File: src/rtl/namco_cctl_pkg.sv
// Shared definitions for the Namco CPU control block: register offsets,
// readback addresses and the period register type.
package namco_cctl_pkg;

    typedef logic [7:0] period_t;

    localparam logic [2:0] RD_PEND   = 3'd0;
    localparam logic [2:0] RD_IRQEN  = 3'd1;
    localparam logic [2:0] RD_PERIOD = 3'd2;
    localparam logic [2:0] RD_NMI    = 3'd3;

    function automatic logic [2:0] irq_en_addr(input int i);
        return 3'(i);
    endfunction

    function automatic logic [2:0] nmi_addr(input int ncpu);
        return 3'(ncpu);
    endfunction

    function automatic logic [2:0] rst_addr(input int ncpu);
        return 3'(ncpu + 1);
    endfunction

    function automatic logic [2:0] period_addr(input int ncpu);
        return 3'(ncpu + 2);
    endfunction

endpackage

File: src/rtl/namco_cpu_ctrl_if.sv
// Main-CPU register bus seen by the control block: select, strobe, data.
interface namco_cpu_ctrl_if;
    logic [2:0] AD;
    logic       WR;
    logic [7:0] DI;
    logic [7:0] DO;

    modport master (output AD, output WR, output DI, input DO);
    modport slave  (input AD, input WR, input DI, output DO);
endinterface

File: src/rtl/namco_cctl_timer.sv
// NMI timer: free-running prescaler, programmable period counter, wrap pulse
// and an NMI stretcher that holds NMI for NMI_WIDTH cycles after each wrap.
module namco_cctl_timer
    import namco_cctl_pkg::*;
#(
    parameter int PRE_DIV   = 16,
    parameter int NMI_WIDTH = 1
) (
    input  logic    clk,
    input  logic    rst_n,
    input  logic    en,
    input  period_t period,
    input  logic    period_wr,
    input  logic    clr,
    output logic    wrap,
    output logic    nmi
);
    localparam int PW = $clog2(PRE_DIV);
    localparam int SW = $clog2(NMI_WIDTH + 1);
    localparam logic [PW-1:0] PRE_LAST = PW'(PRE_DIV - 1);
    localparam logic [SW-1:0] STRETCH  = SW'(NMI_WIDTH);

    logic [PW-1:0] presc_q, presc_d;
    period_t       cnt_q, cnt_d;
    logic [SW-1:0] str_q, str_d;
    logic          nmi_q, nmi_d;
    logic          tick_s, run_s, at_end_s;

    // Next-state: a period write or clear restarts the count and swallows a coincident wrap
    always_comb begin
        tick_s   = (presc_q == PRE_LAST);
        presc_d  = tick_s ? {PW{1'b0}} : presc_q + PW'(1);
        run_s    = tick_s & en & (period != 8'd0);
        at_end_s = (cnt_q == period - 8'd1);
        wrap     = run_s & at_end_s & ~period_wr & ~clr;
        if (period_wr | clr) begin
            cnt_d = 8'd0;
        end else if (run_s) begin
            cnt_d = at_end_s ? 8'd0 : cnt_q + 8'd1;
        end else begin
            cnt_d = cnt_q;
        end
        if (wrap) begin
            str_d = STRETCH;
        end else if (str_q != {SW{1'b0}}) begin
            str_d = str_q - SW'(1);
        end else begin
            str_d = str_q;
        end
        nmi_d = (str_d != {SW{1'b0}});
    end

    // Timer state registers
    always_ff @(posedge clk or negedge rst_n) begin
        if (!rst_n) begin
            presc_q <= {PW{1'b0}};
            cnt_q   <= 8'd0;
            str_q   <= {SW{1'b0}};
            nmi_q   <= 1'b0;
        end else begin
            presc_q <= presc_d;
            cnt_q   <= cnt_d;
            str_q   <= str_d;
            nmi_q   <= nmi_d;
        end
    end

    assign nmi = nmi_q;

endmodule

File: src/rtl/namco_cpu_ctrl.sv
// CPU reset / IRQ / NMI latch for Namco multi-CPU boards, NCPU CPUs.
// Define NAMCO_CPU_CTRL_IACK_EN to let IACK pulses clear pending IRQs.
module namco_cpu_ctrl
    import namco_cctl_pkg::*;
#(
    parameter int NCPU       = 3,
    parameter int PRE_DIV    = 16,
    parameter int PERIOD_RST = 125,
    parameter int NMI_WIDTH  = 1
) (
    input  logic              CL,
    input  logic              RESET_N,
    namco_cpu_ctrl_if.slave   bus,
    input  logic              VBLK,
    input  logic [NCPU-1:0]   IACK,
    output logic [NCPU-1:0]   RSTS,
    output logic [NCPU-1:0]   IRQS,
    output logic              NMI
);
    localparam logic [2:0]      A_NMI     = nmi_addr(NCPU);
    localparam logic [2:0]      A_RST     = rst_addr(NCPU);
    localparam logic [2:0]      A_PER     = period_addr(NCPU);
    localparam logic [NCPU-1:0] CPU0_MASK = NCPU'(1);

    logic [NCPU-1:0] irqen_q, irqen_d, pend_q, pend_d, iack_s;
    logic            nmien_q, nmien_d, npend_q, npend_d;
    logic            sub_rst_q, sub_rst_d, vblk_q;
    period_t         period_q, period_d;
    logic            vblk_edge_s, nmi_wr_s, rst_wr_s, per_wr_s, nmi_clr_s, wrap_s;

`ifdef NAMCO_CPU_CTRL_IACK_EN
    assign iack_s = IACK;
`else
    logic unused_iack_s;
    assign iack_s        = {NCPU{1'b0}};
    assign unused_iack_s = ^IACK;
`endif

    assign vblk_edge_s = VBLK & ~vblk_q;
    assign nmi_wr_s    = bus.WR & (bus.AD == A_NMI);
    assign rst_wr_s    = bus.WR & (bus.AD == A_RST);
    assign per_wr_s    = bus.WR & (bus.AD == A_PER);
    assign nmi_clr_s   = nmi_wr_s & bus.DI[0];

    // Per-CPU enables and pending: a clearing write beats a VBLK edge, which beats IACK
    always_comb begin
        irqen_d = irqen_q;
        pend_d  = pend_q;
        for (int i = 0; i < NCPU; i++) begin
            if (vblk_edge_s & irqen_q[i]) begin
                pend_d[i] = 1'b1;
            end else if (iack_s[i]) begin
                pend_d[i] = 1'b0;
            end else begin
                pend_d[i] = pend_q[i];
            end
            if (bus.WR & (bus.AD == irq_en_addr(i))) begin
                irqen_d[i] = bus.DI[0];
                pend_d[i]  = pend_d[i] & bus.DI[0];
            end else begin
                irqen_d[i] = irqen_q[i];
            end
        end
    end

    // NMI control, sub-CPU reset latch and period register
    always_comb begin
        nmien_d   = nmi_wr_s ? ~bus.DI[0] : nmien_q;
        npend_d   = nmi_clr_s ? 1'b0 : (npend_q | wrap_s);
        sub_rst_d = rst_wr_s ? ~bus.DI[0] : sub_rst_q;
        period_d  = per_wr_s ? bus.DI : period_q;
    end

    // Control register bank
    always_ff @(posedge CL or negedge RESET_N) begin
        if (!RESET_N) begin
            irqen_q   <= {NCPU{1'b0}};
            pend_q    <= {NCPU{1'b0}};
            nmien_q   <= 1'b0;
            npend_q   <= 1'b0;
            sub_rst_q <= 1'b1;
            period_q  <= 8'(PERIOD_RST);
            vblk_q    <= 1'b0;
        end else begin
            irqen_q   <= irqen_d;
            pend_q    <= pend_d;
            nmien_q   <= nmien_d;
            npend_q   <= npend_d;
            sub_rst_q <= sub_rst_d;
            period_q  <= period_d;
            vblk_q    <= VBLK;
        end
    end

    namco_cctl_timer #(
        .PRE_DIV   (PRE_DIV),
        .NMI_WIDTH (NMI_WIDTH)
    ) u_timer (
        .clk       (CL),
        .rst_n     (RESET_N),
        .en        (nmien_q),
        .period    (period_q),
        .period_wr (per_wr_s),
        .clr       (nmi_clr_s),
        .wrap      (wrap_s),
        .nmi       (NMI)
    );

    // Status readback
    always_comb begin
        case (bus.AD)
            RD_PEND:   bus.DO = 8'(pend_q);
            RD_IRQEN:  bus.DO = 8'(irqen_q);
            RD_PERIOD: bus.DO = period_q;
            RD_NMI:    bus.DO = {6'b000000, nmien_q, npend_q};
            default:   bus.DO = 8'hFF;
        endcase
    end

    // Main CPU is never held; all CPUs are held while RESET_N is low
    assign RSTS = RESET_N ? ({NCPU{sub_rst_q}} & ~CPU0_MASK) : {NCPU{1'b1}};
    assign IRQS = pend_q & irqen_q;

endmodule

File: src/flat_wrapper.sv
// flat-port wrapper written by rule: the top's interface ports become plain ports
module namco_cpu_ctrl_flat import namco_cctl_pkg::*;
#(
    parameter int NCPU       = 3,
    parameter int PRE_DIV    = 16,
    parameter int PERIOD_RST = 125,
    parameter int NMI_WIDTH  = 1
)
  (CL, RESET_N, VBLK, IACK, RSTS, IRQS, NMI, bus_AD, bus_WR, bus_DI, bus_DO);
  namco_cpu_ctrl_if bus_i ();
  input  logic CL;
  input  logic RESET_N;
  input  logic VBLK;
  input  logic [NCPU-1:0] IACK;
  output logic [NCPU-1:0] RSTS;
  output logic [NCPU-1:0] IRQS;
  output logic NMI;
  input wire logic [$bits(bus_i.AD)-1:0] bus_AD;
  input wire logic [$bits(bus_i.WR)-1:0] bus_WR;
  input wire logic [$bits(bus_i.DI)-1:0] bus_DI;
  output wire logic [$bits(bus_i.DO)-1:0] bus_DO;
  assign bus_i.AD = bus_AD;
  assign bus_i.WR = bus_WR;
  assign bus_i.DI = bus_DI;
  assign bus_DO = bus_i.DO;
  namco_cpu_ctrl #(.NCPU(NCPU), .PRE_DIV(PRE_DIV), .PERIOD_RST(PERIOD_RST), .NMI_WIDTH(NMI_WIDTH)) u_core (.CL(CL), .RESET_N(RESET_N), .bus(bus_i), .VBLK(VBLK), .IACK(IACK), .RSTS(RSTS), .IRQS(IRQS), .NMI(NMI));
endmodule
File: config.mk
export PLATFORM = sky130hd
export DESIGN_NAME = namco_cpu_ctrl_flat
export DESIGN_NICKNAME = d
export VERILOG_FILES = /design/src/rtl/namco_cctl_pkg.sv /design/src/rtl/namco_cpu_ctrl_if.sv /design/src/rtl/namco_cctl_timer.sv /design/src/rtl/namco_cpu_ctrl.sv /design/src/flat_wrapper.sv
export SDC_FILE = /design/constraint.sdc
export NUM_CORES = 1
export LEC_CHECK = 0
export CORE_ASPECT_RATIO = 1.1
export CORE_MARGIN = 5
export CORE_UTILIZATION = 45
export DETAILED_ROUTE_END_ITERATION = 8
export PLACE_DENSITY_LB_ADDON = 0.25
export REMOVE_ABC_BUFFERS = 1
export SLEW_MARGIN = 20
export SYNTH_ARGS = -nofsm -noshare
export SYNTH_HDL_FRONTEND = slang
export SYNTH_SLANG_ARGS = --single-unit
File: constraint.sdc
create_clock -name CL -period 2.4 [get_ports CL]
set_clock_uncertainty 0.05 [all_clocks]
set_input_delay 0.36 -clock CL [delete_from_list [all_inputs] [get_ports CL]]
set_output_delay 0.36 -clock CL [all_outputs]
set_load 0.02 [all_outputs]
==> run metrics, run 1 <==
status finished, final reports clean; Num CTS Buffers 5; worst path cell trace clkdlybuf4s50_1, a21o_1, clkdlybuf4s50_1; Detail Route Antenna Nets 0; number of global-route vias before repair 1,554; clk slew on worst S/H paths 0.06 ns; final setup violation count 0; worst flop-to-flop path startpoint u_core.period_q[0]; Area Growth Syn to Fin 29.9%; Core Util, Final 59.6%; Cell Pwr Density 738 nW/um^2; count leader, synth dfrtp_1; TritonCTS clock tree built; Clock Sinks 31; leakage 0.968 nW; Rows 24; Setup WS pre-CTS -0.292 ns; Max VDD drop 0.564 mV; postcts setup bufs 0; setup slack, reg-to-reg 0.21 ns; CP Max Fanout 10; die width 70.4 um; final hold violations 0; CP top delay family buffers and inverters; asr flop ratio synth 100%; worst r2r path cells 6; antenna violations before repair 0; GRT overflow 0; Seq/Total Area, Yosys 43.5%; antenna cells 0; fmax 0.453 GHz; TritonRoute pass-1 iters 4; syn avg cell area 10.4 um^2; unrepaired setup endpoints after global routing no; Worst EP arrival 1.80 ns; area share of the largest cell type after synthesis 33.3%; R2R Path End u_core.u_timer.nmi; most frequent CP cell clkdlybuf4s50_1; Pins Over Slew Limit 0; GRT Total Usage 17.6%; Top Ports 33; Worst slew margin 70.7%; Min-Delay Path Class primary input to asynchronous set/reset pin; Crit path largest cell delay 0.71 ns; Worst Path Required 1.99 ns; WL/cell 16.0 um; CTS root buf clkbuf_8; period utilization 92.0%; area of the core 3930 um^2; placed instance count 261; Primary FF master, synth dfrtp_1; Final Non-Filler Cells 269; Bufs and invs on worst path 2; slew at the pin with the worst max-slew slack 0.438 ns; H-tree level count 2; pin count of the biggest net entering global routing 31; detailed placement HPWL 3200 um; Die ar. 5380 um^2; total routed wirelength 4320 um; #FFs+latches synth 31; Synth warnings 0; share of cells above drive strength 1 23.0%; max cap viols 0; Distinct cells, synth 38; Worst-Skew Late Latency 0.29 ns; synthesized area 1810 um^2; first-pass GRT wire length 7580 um; Final WS setup 0.193 ns; crit start category primary input; DRC 0; Synth area leaders dfrtp_1 33%, dfstp_2 10%, mux2_2 6.9%, xnor2_1 6.3%, a211oi_1 3.3%; Crit Path Class primary input to output pin; Die H 76.4 um; CTS Hold Bufs 0; crit end category output pin; DRT iter0 DRCs 74; Placer Congestion 0.938; Post-Syn Instances 173; port bufs 29; leading area contributor after synthesis dfrtp_1; via/cell ratio 5.57; Synth top cells by count 24 x dfrtp_1, 13 x xnor2_1, 11 x a21oi_1, 11 x mux2_2, 11 x nand2_1; fin nets 238; clock tree buffer depth 2; routed vias 1,499; worst hold slack 0.227 ns; Post-synth EDFFs 0; Critical-path top delay cell clkdlybuf4s50_1; min cycle time layout 2.21 ns; starting density of the core 45.9%
==> final cells by class <==
cell class | count | area (um^2)
Inverter | 6 | 22.5
Tap cell | 52 | 65.1
Sequential cell | 31 | 785
Fill cell | 343 | 1590
Multi-Input combinational cell | 130 | 975
Clock buffer | 6 | 82.6
Timing Repair Buffer | 42 | 382
Clock inverter | 2 | 35.0
==> where the power goes <==
| part | internal [mW] | total [mW] | switching [mW] |
|---|---|---|---|
| sequential | 0.616 | 0.724 | 0.108 |
| clock | 0.336 | 0.531 | 0.195 |
| combinational | 0.246 | 0.477 | 0.231 |
| total | 1.20 | 1.73 | 0.533 |
==> cell usage in the layout, fill, tap and decap left out, types with 6 or more instances in the layout <==
master,netlist,layout
a211oi_1,8,7
a21oi_1,11,11
buf_4,1,13
clkbuf_8,0,6
clkdlybuf4s50_1,0,21
dfrtp_1,24,24
dfstp_2,7,7
dlygate4sd2_1,0,7
inv_1,6,6
mux2_2,11,11
nand2_1,11,11
nand3_1,8,8
nor3_1,6,6
xnor2_1,13,13
xor2_1,6,6
==> metal layers <==
layer	vias to the layer above	wire (um)	track usage [%]
li1	703	-	-
met1	745	1800	20.7
met2	42	2200	30.3
met3	9	237	4.88
met4	0	76	6.13
met5	-	0	0
==> timing repair <==
action	4_1_cts	5_1_grt
setup endpoints to repair	8	3
gates resized for setup	7	3
endpoints found under the hold margin	0	0
==> sequential cells by signal (all words and copies together), names as in the netlist <==
| register | count |
|---|---|
| u_core.nmien_q | 1 |
| u_core.npend_q | 1 |
| u_core.vblk_q | 1 |
| u_core.u_timer.cnt_q | 8 |
| u_core.u_timer.presc_q | 4 |
| u_core.irqen_q | 3 |
| u_core.u_timer.nmi | 1 |
| u_core.pend_q | 3 |
| u_core.period_q | 8 |
| u_core.sub_rst_q | 1 |
==> worst register-to-register path: stages (launching register included) <==
cell,delay [ns]
dfstp_2,0.62
inv_1,0.09
ha_1,0.31
xnor2_1,0.14
a2111oi_2,0.24
and3_1,0.41
and4b_1,0.26
==> worst max path at each step <==
stage,startpoint,endpoint,depth (start not counted)
finish,bus_AD[2],bus_DO[7],3
floorplan,u_core.period_q[0],u_core.u_timer.nmi,6
detailed placement,bus_AD[0],bus_DO[0],4
global route,u_core.period_q[0],u_core.u_timer.cnt_q[1],7
CTS,bus_AD[1],bus_DO[7],5
global placement,bus_AD[0],bus_DO[0],4
==> logic make-up (layout without fill, tap and decap cells) <==
logic type	Yosys count	in the layout	share of synthesized area, %
mux	14	14	9.91
simple gates	55	55	17.3
compound gates	38	38	14.2
buf+inv	12	56	3.12
fa+ha+maj	4	4	2.77
xor+xnor	19	19	9.22
flops	31	31	43.5
==> stage by stage <==
stage / instance area, um^2 / TNS (ns) / power, mW
global placement: 2220 / -0.780 / 1.19
finish: 2350 / 0 / 1.73
floorplan: 1770 / 0 / 1.01
CTS: 2330 / 0 / 1.74
detailed placement: 2220 / -0.864 / 1.21
global route: 2350 / 0 / 1.83
Power figures use the tool's default switching activity.
==> run 2, diff against run 1 <==
Settings changed: GPL_ROUTABILITY_DRIVEN set to 0.
==> results of run 2 <==
The final DEF is identical to that of run 1; final timing and power are the same.
